==> src/rtl/instr_fetch.sv <==
// Instruction fetch stage: PC, one-cycle-latency imem reads, 2-entry
// word queue to decode with valid/ready, and branch redirect flush.
//
// Ports:
//   clk, rst                 clock, synchronous active-high reset
//   imem_addr, imem_rd       fetch address (= pc) and read strobe
//   imem_data                word returned the cycle after imem_rd
//   ir_out, pc_out, ir_valid head of queue (zeros when empty)
//   ir_ready                 decode consumes head on ir_valid & ir_ready
//   br_taken, br_target      redirect request, target forced word aligned
`timescale 1ns/1ps

module instr_fetch #(
    parameter logic [31:0] RESET_PC = 32'h0000_0000
) (
    input  logic        clk,
    input  logic        rst,
    output logic [31:0] imem_addr,
    output logic        imem_rd,
    input  logic [31:0] imem_data,
    output logic [31:0] ir_out,
    output logic [31:0] pc_out,
    output logic        ir_valid,
    input  logic        ir_ready,
    input  logic        br_taken,
    input  logic [31:0] br_target
);

    logic [31:0] pc;
    logic [31:0] inflight_pc;
    logic        inflight;

    logic [31:0] q_instr [2];
    logic [31:0] q_pc    [2];
    logic        head;
    logic        tail;
    logic [1:0]  count;

    logic        deq;
    logic        issue;
    logic        push;
    logic [2:0]  occ;
    logic [2:0]  limit;
    logic [31:0] br_pc;

    assign ir_valid = (count != 2'd0);
    assign deq      = ir_valid & ir_ready;

    // Occupancy after this cycle's consume must leave room for one more
    // response, so the in-flight word can never land on a full queue.
    assign occ   = {1'b0, count} + {2'b00, inflight};
    assign limit = 3'd1 + {2'b00, deq};
    assign issue = !rst & !br_taken & (occ <= limit);

    assign push  = inflight & !br_taken;
    assign br_pc = br_target & 32'hFFFF_FFFC;

    assign imem_rd   = issue;
    assign imem_addr = pc;
    assign ir_out    = ir_valid ? q_instr[head] : 32'h0;
    assign pc_out    = ir_valid ? q_pc[head]    : 32'h0;

    always_ff @(posedge clk) begin
        if (rst) begin
            pc          <= RESET_PC;
            inflight    <= 1'b0;
            inflight_pc <= 32'h0;
            count       <= 2'd0;
            head        <= 1'b0;
            tail        <= 1'b0;
        end else if (br_taken) begin
            pc          <= br_pc;
            inflight    <= 1'b0;
            count       <= 2'd0;
            head        <= 1'b0;
            tail        <= 1'b0;
        end else begin
            inflight <= issue;
            if (issue) begin
                inflight_pc <= pc;
                pc          <= pc + 32'd4;
            end
            if (push)
                tail <= ~tail;
            if (deq)
                head <= ~head;
            count <= count + {1'b0, push} - {1'b0, deq};
        end
    end

    // Payload storage needs no reset: outputs are masked by ir_valid.
    always_ff @(posedge clk) begin
        if (!rst && push) begin
            q_instr[tail] <= imem_data;
            q_pc[tail]    <= inflight_pc;
        end
    end

    always_ff @(posedge clk) begin
        if (!rst)
            assert (!(push && count == 2'd2));
    end

endmodule

==> config.mk <==
export PLATFORM = sky130hd
export DESIGN_NAME = instr_fetch
export DESIGN_NICKNAME = d
export VERILOG_FILES = /design/src/rtl/instr_fetch.sv
export SDC_FILE = /design/constraint.sdc
export NUM_CORES = 1
export LEC_CHECK = 0
export ABC_AREA = 1
export CAP_MARGIN = 20
export CORE_MARGIN = 1
export CORE_UTILIZATION = 50
export DETAILED_ROUTE_END_ITERATION = 8
export GPL_TIMING_DRIVEN = 1
export PLACE_DENSITY = 0.78
export SLEW_MARGIN = 30
export SYNTH_ARGS = -nofsm -noshare
export SYNTH_HDL_FRONTEND = slang
export SYNTH_SLANG_ARGS = --single-unit
==> constraint.sdc <==
create_clock -name clk -period 7.1 [get_ports clk]
set_clock_uncertainty 0.15 [all_clocks]
set_input_delay 1.065 -clock clk [delete_from_list [all_inputs] [get_ports clk]]
set_output_delay 1.065 -clock clk [all_outputs]
set_load 0.03 [all_outputs]
Word level (Yosys, flattened, before mapping). Memories as Yosys holds them, arrays and structs flattened. A register that Yosys moved wholly into a read port is not among the register bits. Index checks and enable logic that the tools add are counted.

$add $sub $neg: 5. Order comparisons: 1. Mux-type cells: 10. Bitwise gates (word level): 7. Reduce and logical (&&, ||, !) cells: 7.

Operators by type and width (number): two-way mux 32 bit (4); adder 32 x 3 -> 32 bit (second input constant) (1); two-way mux 1 bit (6); bitwise AND 1 bit (4); nonzero test 2 bit (2); adder 2 x 1 -> 3 bit (1); <= comparator 3 x 2 -> 1 bit (1); NOT 1 bit (3); adder 1 x 1 -> 2 bit (first input constant) (1); adder 2 x 1 -> 2 bit (1); logical NOT 1 bit (2); AND reduction 2 bit (1); OR reduction 2 bit (1); subtractor 2 x 1 -> 2 bit (1); logical AND 1 bit (1).

Bits in registers: 69. Bits in writable memories: 128. Memories: 2.

Memory list: q_instr (words 2, width 32, read ports 1, clocked after memory_dff 1, write ports 1, RTL line 33) `logic [31:0] q_instr [2];`; q_pc (words 2, width 32, read ports 1, clocked after memory_dff 1, write ports 1, RTL line 34) `logic [31:0] q_pc [2];`.

Longest topological paths before layout.
Depth after elaboration: 7. Mapped depth: 17.

Worst setup path before layout. OpenSTA, ideal clock, no wires.

Path type: input-to-reg. Start: in br_taken. End: mem q_instr[0][0], enable pin. Data arrival time: 5.659 ns. Data required time: 6.392 ns. Path slack: 0.732 ns. Stages: 4. Path buffers: 1. Cell sequence: buf_2 nor2_4 inv_1 nor3_1.

Word-level cells in the longest chain between the ends: 5.

Ends and longest elaborated chain: from (decl) (RTL line 25) `input logic br_taken,`; logical NOT 1 bit (RTL line 55) `assign push = inflight & !br_taken;`; bitwise AND 1 bit (RTL line 55); logical AND 1 bit (RTL line 93) `if (!rst && push) begin`; two-way mux 1 bit (RTL line 93); two-way mux 1 bit (not written as such) (RTL line 94) `q_instr[tail] <= imem_data;`; to (decl) (RTL line 33).

Every way passes these cells.

Final worst setup path.
Start: reg count[1]. End: out imem_rd.

Word-level cells in the longest chain between the ends: 5.

Ends and longest elaborated chain: from (decl) (RTL line 37) `logic [1:0] count;`; from (signal assigned) (RTL line 87) `count <= count + {1'b0, push} - {1'b0, deq};`; nonzero test 2 bit (RTL line 46) `assign ir_valid = (count != 2'd0);`; bitwise AND 1 bit (RTL line 47) `assign deq = ir_valid & ir_ready;`; net deq (RTL line 39) `logic deq;`; adder 1 x 1 -> 2 bit (RTL line 52) `assign limit = 3'd1 + {2'b00, deq};`; <= comparator 3 x 2 -> 1 bit (RTL line 53) `assign issue = !rst & !br_taken & (occ <= limit);`; bitwise AND 1 bit (RTL line 53); to (decl) (RTL line 19) `output logic imem_rd,`.

The timed path passes the listed nets, and every way through them passes these cells.

==> out/qor.csv <==
stage,metric,value,unit
floorplan,# rows,46,
clock_tree,CTS Sinks,190,
setup_path,Setup crit end kind,output pin,
finish,"commonest non-fill, non-tap cell in the layout",nand2_1,
place,placed cells,1233,
setup_path,CP Launch Type,flop,
power,"Power, Total",2.33,mW
setup_path,CP peak stage delay,0.79,ns
clock_tree,Clock Tree Root,clkbuf_16,
setup_path,crit path cell chain,"nor2_4, buf_4, inv_2, nand2_1, inv_2, fa_1, nor2_1, nand2_1, nand2_1, nand2_2, inv_2, clkdlybuf4s50_1",
clock_tree,"Setup Fix Bufs, Post-CTS",0,
route,Iteration-0 DRC Markers,444,
sta,final hold vios,0,
setup_path,Reg-to-Reg Start,count[1],
grt,vias in the first global route,5832,
setup_path,crit path max fanout,63,
place,GP Congestion,0.870,
run,maxcap violations,0,
power,maximum vdd drop,0.166,mV
sta,period utilization,70.4,%
sta,Worst-Margin Slew,0.828,ns
finish,final core occ,66.0,%
synth,#FFs+latches synth,190,
setup_path,CP Class,flop to output pin,
clock_tree,# resized after CTS,0,
synth,Ys Warns,0,
finish,antenna cell count,0,
floorplan,Core ar.,15900,µm²
power,Lkg Pwr,4.01,nW
clock_tree,clock latency on the worst-skew pair,0.42,ns
finish,nets@finish,1110,
synth,sequential-to-total area share from yosys stat,61.4,%
floorplan,Top Ports,166,
grt,gr usage total,21.9,%
finish,Synth-to-Final Area Change,27.9,%
finish,Layout Cell Area excl Fill,10500,µm²
setup_path,CP required,5.88,ns
sta,Max Slew Vio Count,0,
clock_tree,TritonCTS clock tree,yes,
setup_path,reg2reg setup slack,3.34,ns
hold_path,hold depth,0,
hold_path,Hold Startpoint,inflight_pc[23],
route,Routed Antenna Nets,0,
clock_tree,H-tree depth,4,
sta,fin crit period,5.00,ns
synth,Syn Area/Cell,9.20,µm²
route,WL/cell,14.3,µm
synth,Gate Count Post-Synth,894,
grt,first-pass GRT wire length,28.4,mm
floorplan,Die Area,17000,µm²
route,# DRC,0,
route,Vias/cell,5.05,
clock_tree,Num CTS Buffers,17,
grt,grt ovf,0,
setup_path,RR Endpoint,imem_addr[4],
finish,fin cells,1265,
hold_path,hold endpoint,q_pc[1][23],
setup_path,FF-to-FF path depth,16,
setup_path,critical path data arrival time,3.78,ns
synth,Yosys cell types,30,
run_status,outcome,"complete, no violations",
place,Port Buf Inserts,159,
place,DP HPWL,11.7,mm
floorplan,die width,130,µm
power,Cell Pwr Density,222,nW/µm²
place,dpl cell area,9970,µm²
sta,slew margin rel.,44.8,%
finish,share of cells above drive strength 1,6.39,%
clock_tree,Worst-path clk slew,0.07,ns
setup_path,Worst path slowest cell,clkdlybuf4s50_1,
clock_tree,Post-CTS Hold Fix Bufs,0,
route,Routed WL,18.0,mm
setup_path,CP startpoint,count[1],
finish,most frequent cells in the layout,"nand2_1, clkdlybuf4s50_1, edfxtp_1",
grt,largest net degree at the start of global routing,80,
route,DR pass1 iterations,6,
sta,final setup TNS,0,ns
grt,initial antenna violation count,0,
synth,cell area after synthesis,8220,µm²
sta,fmax,200,MHz
sta,RSZ-0062 raised after global routing,no,
hold_path,HP Class,flop to flop,
floorplan,overall die height,130,µm
route,via count,6386,
floorplan,Starting Density,51.6,%
sta,Final setup viols,0,
clock_tree,clk buf depth,2,
-- state kept, by name (all words and copies together) (netlist names), named ones only --
| register | cells |
|---|---|
| imem_addr | 30 |
| head | 1 |
| q_pc | 60 |
| count | 2 |
| tail | 1 |
| q_instr | 64 |
| inflight | 1 |
| inflight_pc | 30 |
-- power breakdown --
group | internal, mW | switching (mW) | total [mW]
clock | 0.483 | 0.394 | 0.877
combinational | 0.0927 | 0.133 | 0.226
sequential | 1.20 | 0.0274 | 1.23
-- through the flow --
stage                     hold slack, ns  setup slack, ns
final                              0.304             2.10
after global routing               0.316             1.88
after CTS                          0.308             2.06
after detailed placement           0.289             2.19
after global placement             0.281             2.22
after floorplan                    0.276            0.732
-- synthesized netlist by cell type, drive strengths merged --
| master | n | share of area (%) |
|---|---|---|
| a21boi | 1 | 0.091 |
| a21oi | 90 | 5.5 |
| and2 | 1 | 0.076 |
| buf | 16 | 1.1 |
| clkbuf | 30 | 1.4 |
| clkinv | 6 | 0.27 |
| conb | 1 | 0.046 |
| dfxtp | 66 | 16 |
| edfxtp | 124 | 45 |
| fa | 1 | 0.24 |
| ha | 5 | 0.76 |
| inv | 68 | 3.1 |
| nand2 | 293 | 14 |
| nand3 | 90 | 5.5 |
| nand4 | 1 | 0.076 |
| nor2 | 56 | 3.7 |
| nor3 | 2 | 0.12 |
| o21a | 1 | 0.091 |
| o21ai | 35 | 2.1 |
| xnor2 | 4 | 0.43 |
| xor2 | 3 | 0.32 |
-- kinds of logic (layout without fill, tap and decap cells) --
family	Yosys count	count (layout)	share of synthesized area (%)
AO/OA/AOI/OAI	127	127	7.79
XOR/XNOR	7	7	0.746
adder cells (fa/ha/maj)	6	6	1.00
buffers and inverters	120	272	5.81
flip-flops	190	190	61.4
other	1	4	0.0456
AND/OR/NAND/NOR	443	443	23.3
-- layer usage --
metal	GRT usage (%)	routed length, µm	vias up
li1	-	-	3229
met1	28.2	7860	2916
met2	37.3	8680	225
met3	4.59	1340	16
met4	5.88	169	0
met5	0	0	-
-- how the worst max path moves through the flow --
stage / to / slack, ns / cells after the start
after floorplan: q_instr[0][0] / 0.73 / 4
after global placement: imem_rd / 2.22 / 10
after detailed placement: imem_rd / 2.19 / 10
after CTS: imem_rd / 2.06 / 12
after global routing: imem_rd / 1.88 / 12
final: imem_rd / 2.10 / 12
-- worst max-delay path, delay by kind of cell, from the launching register on --
family | cells | cell delay, ns
buffers and inverters | 5 | 1.89
adder cells (fa/ha/maj) | 1 | 0.46
flip-flops | 1 | 0.38
AND/OR/NAND/NOR | 6 | 0.60
-- final cells by class --
type	instances	area, µm²
Clock buffer	18	429
Clock inverter	14	119
Fill cell	1309	5420
Inverter	74	282
Multi-Input combinational cell	587	2730
Sequential cell	190	5050
Tap cell	216	270
Timing Repair Buffer	166	1640
Note: power is estimated with default switching activity, not from simulation.
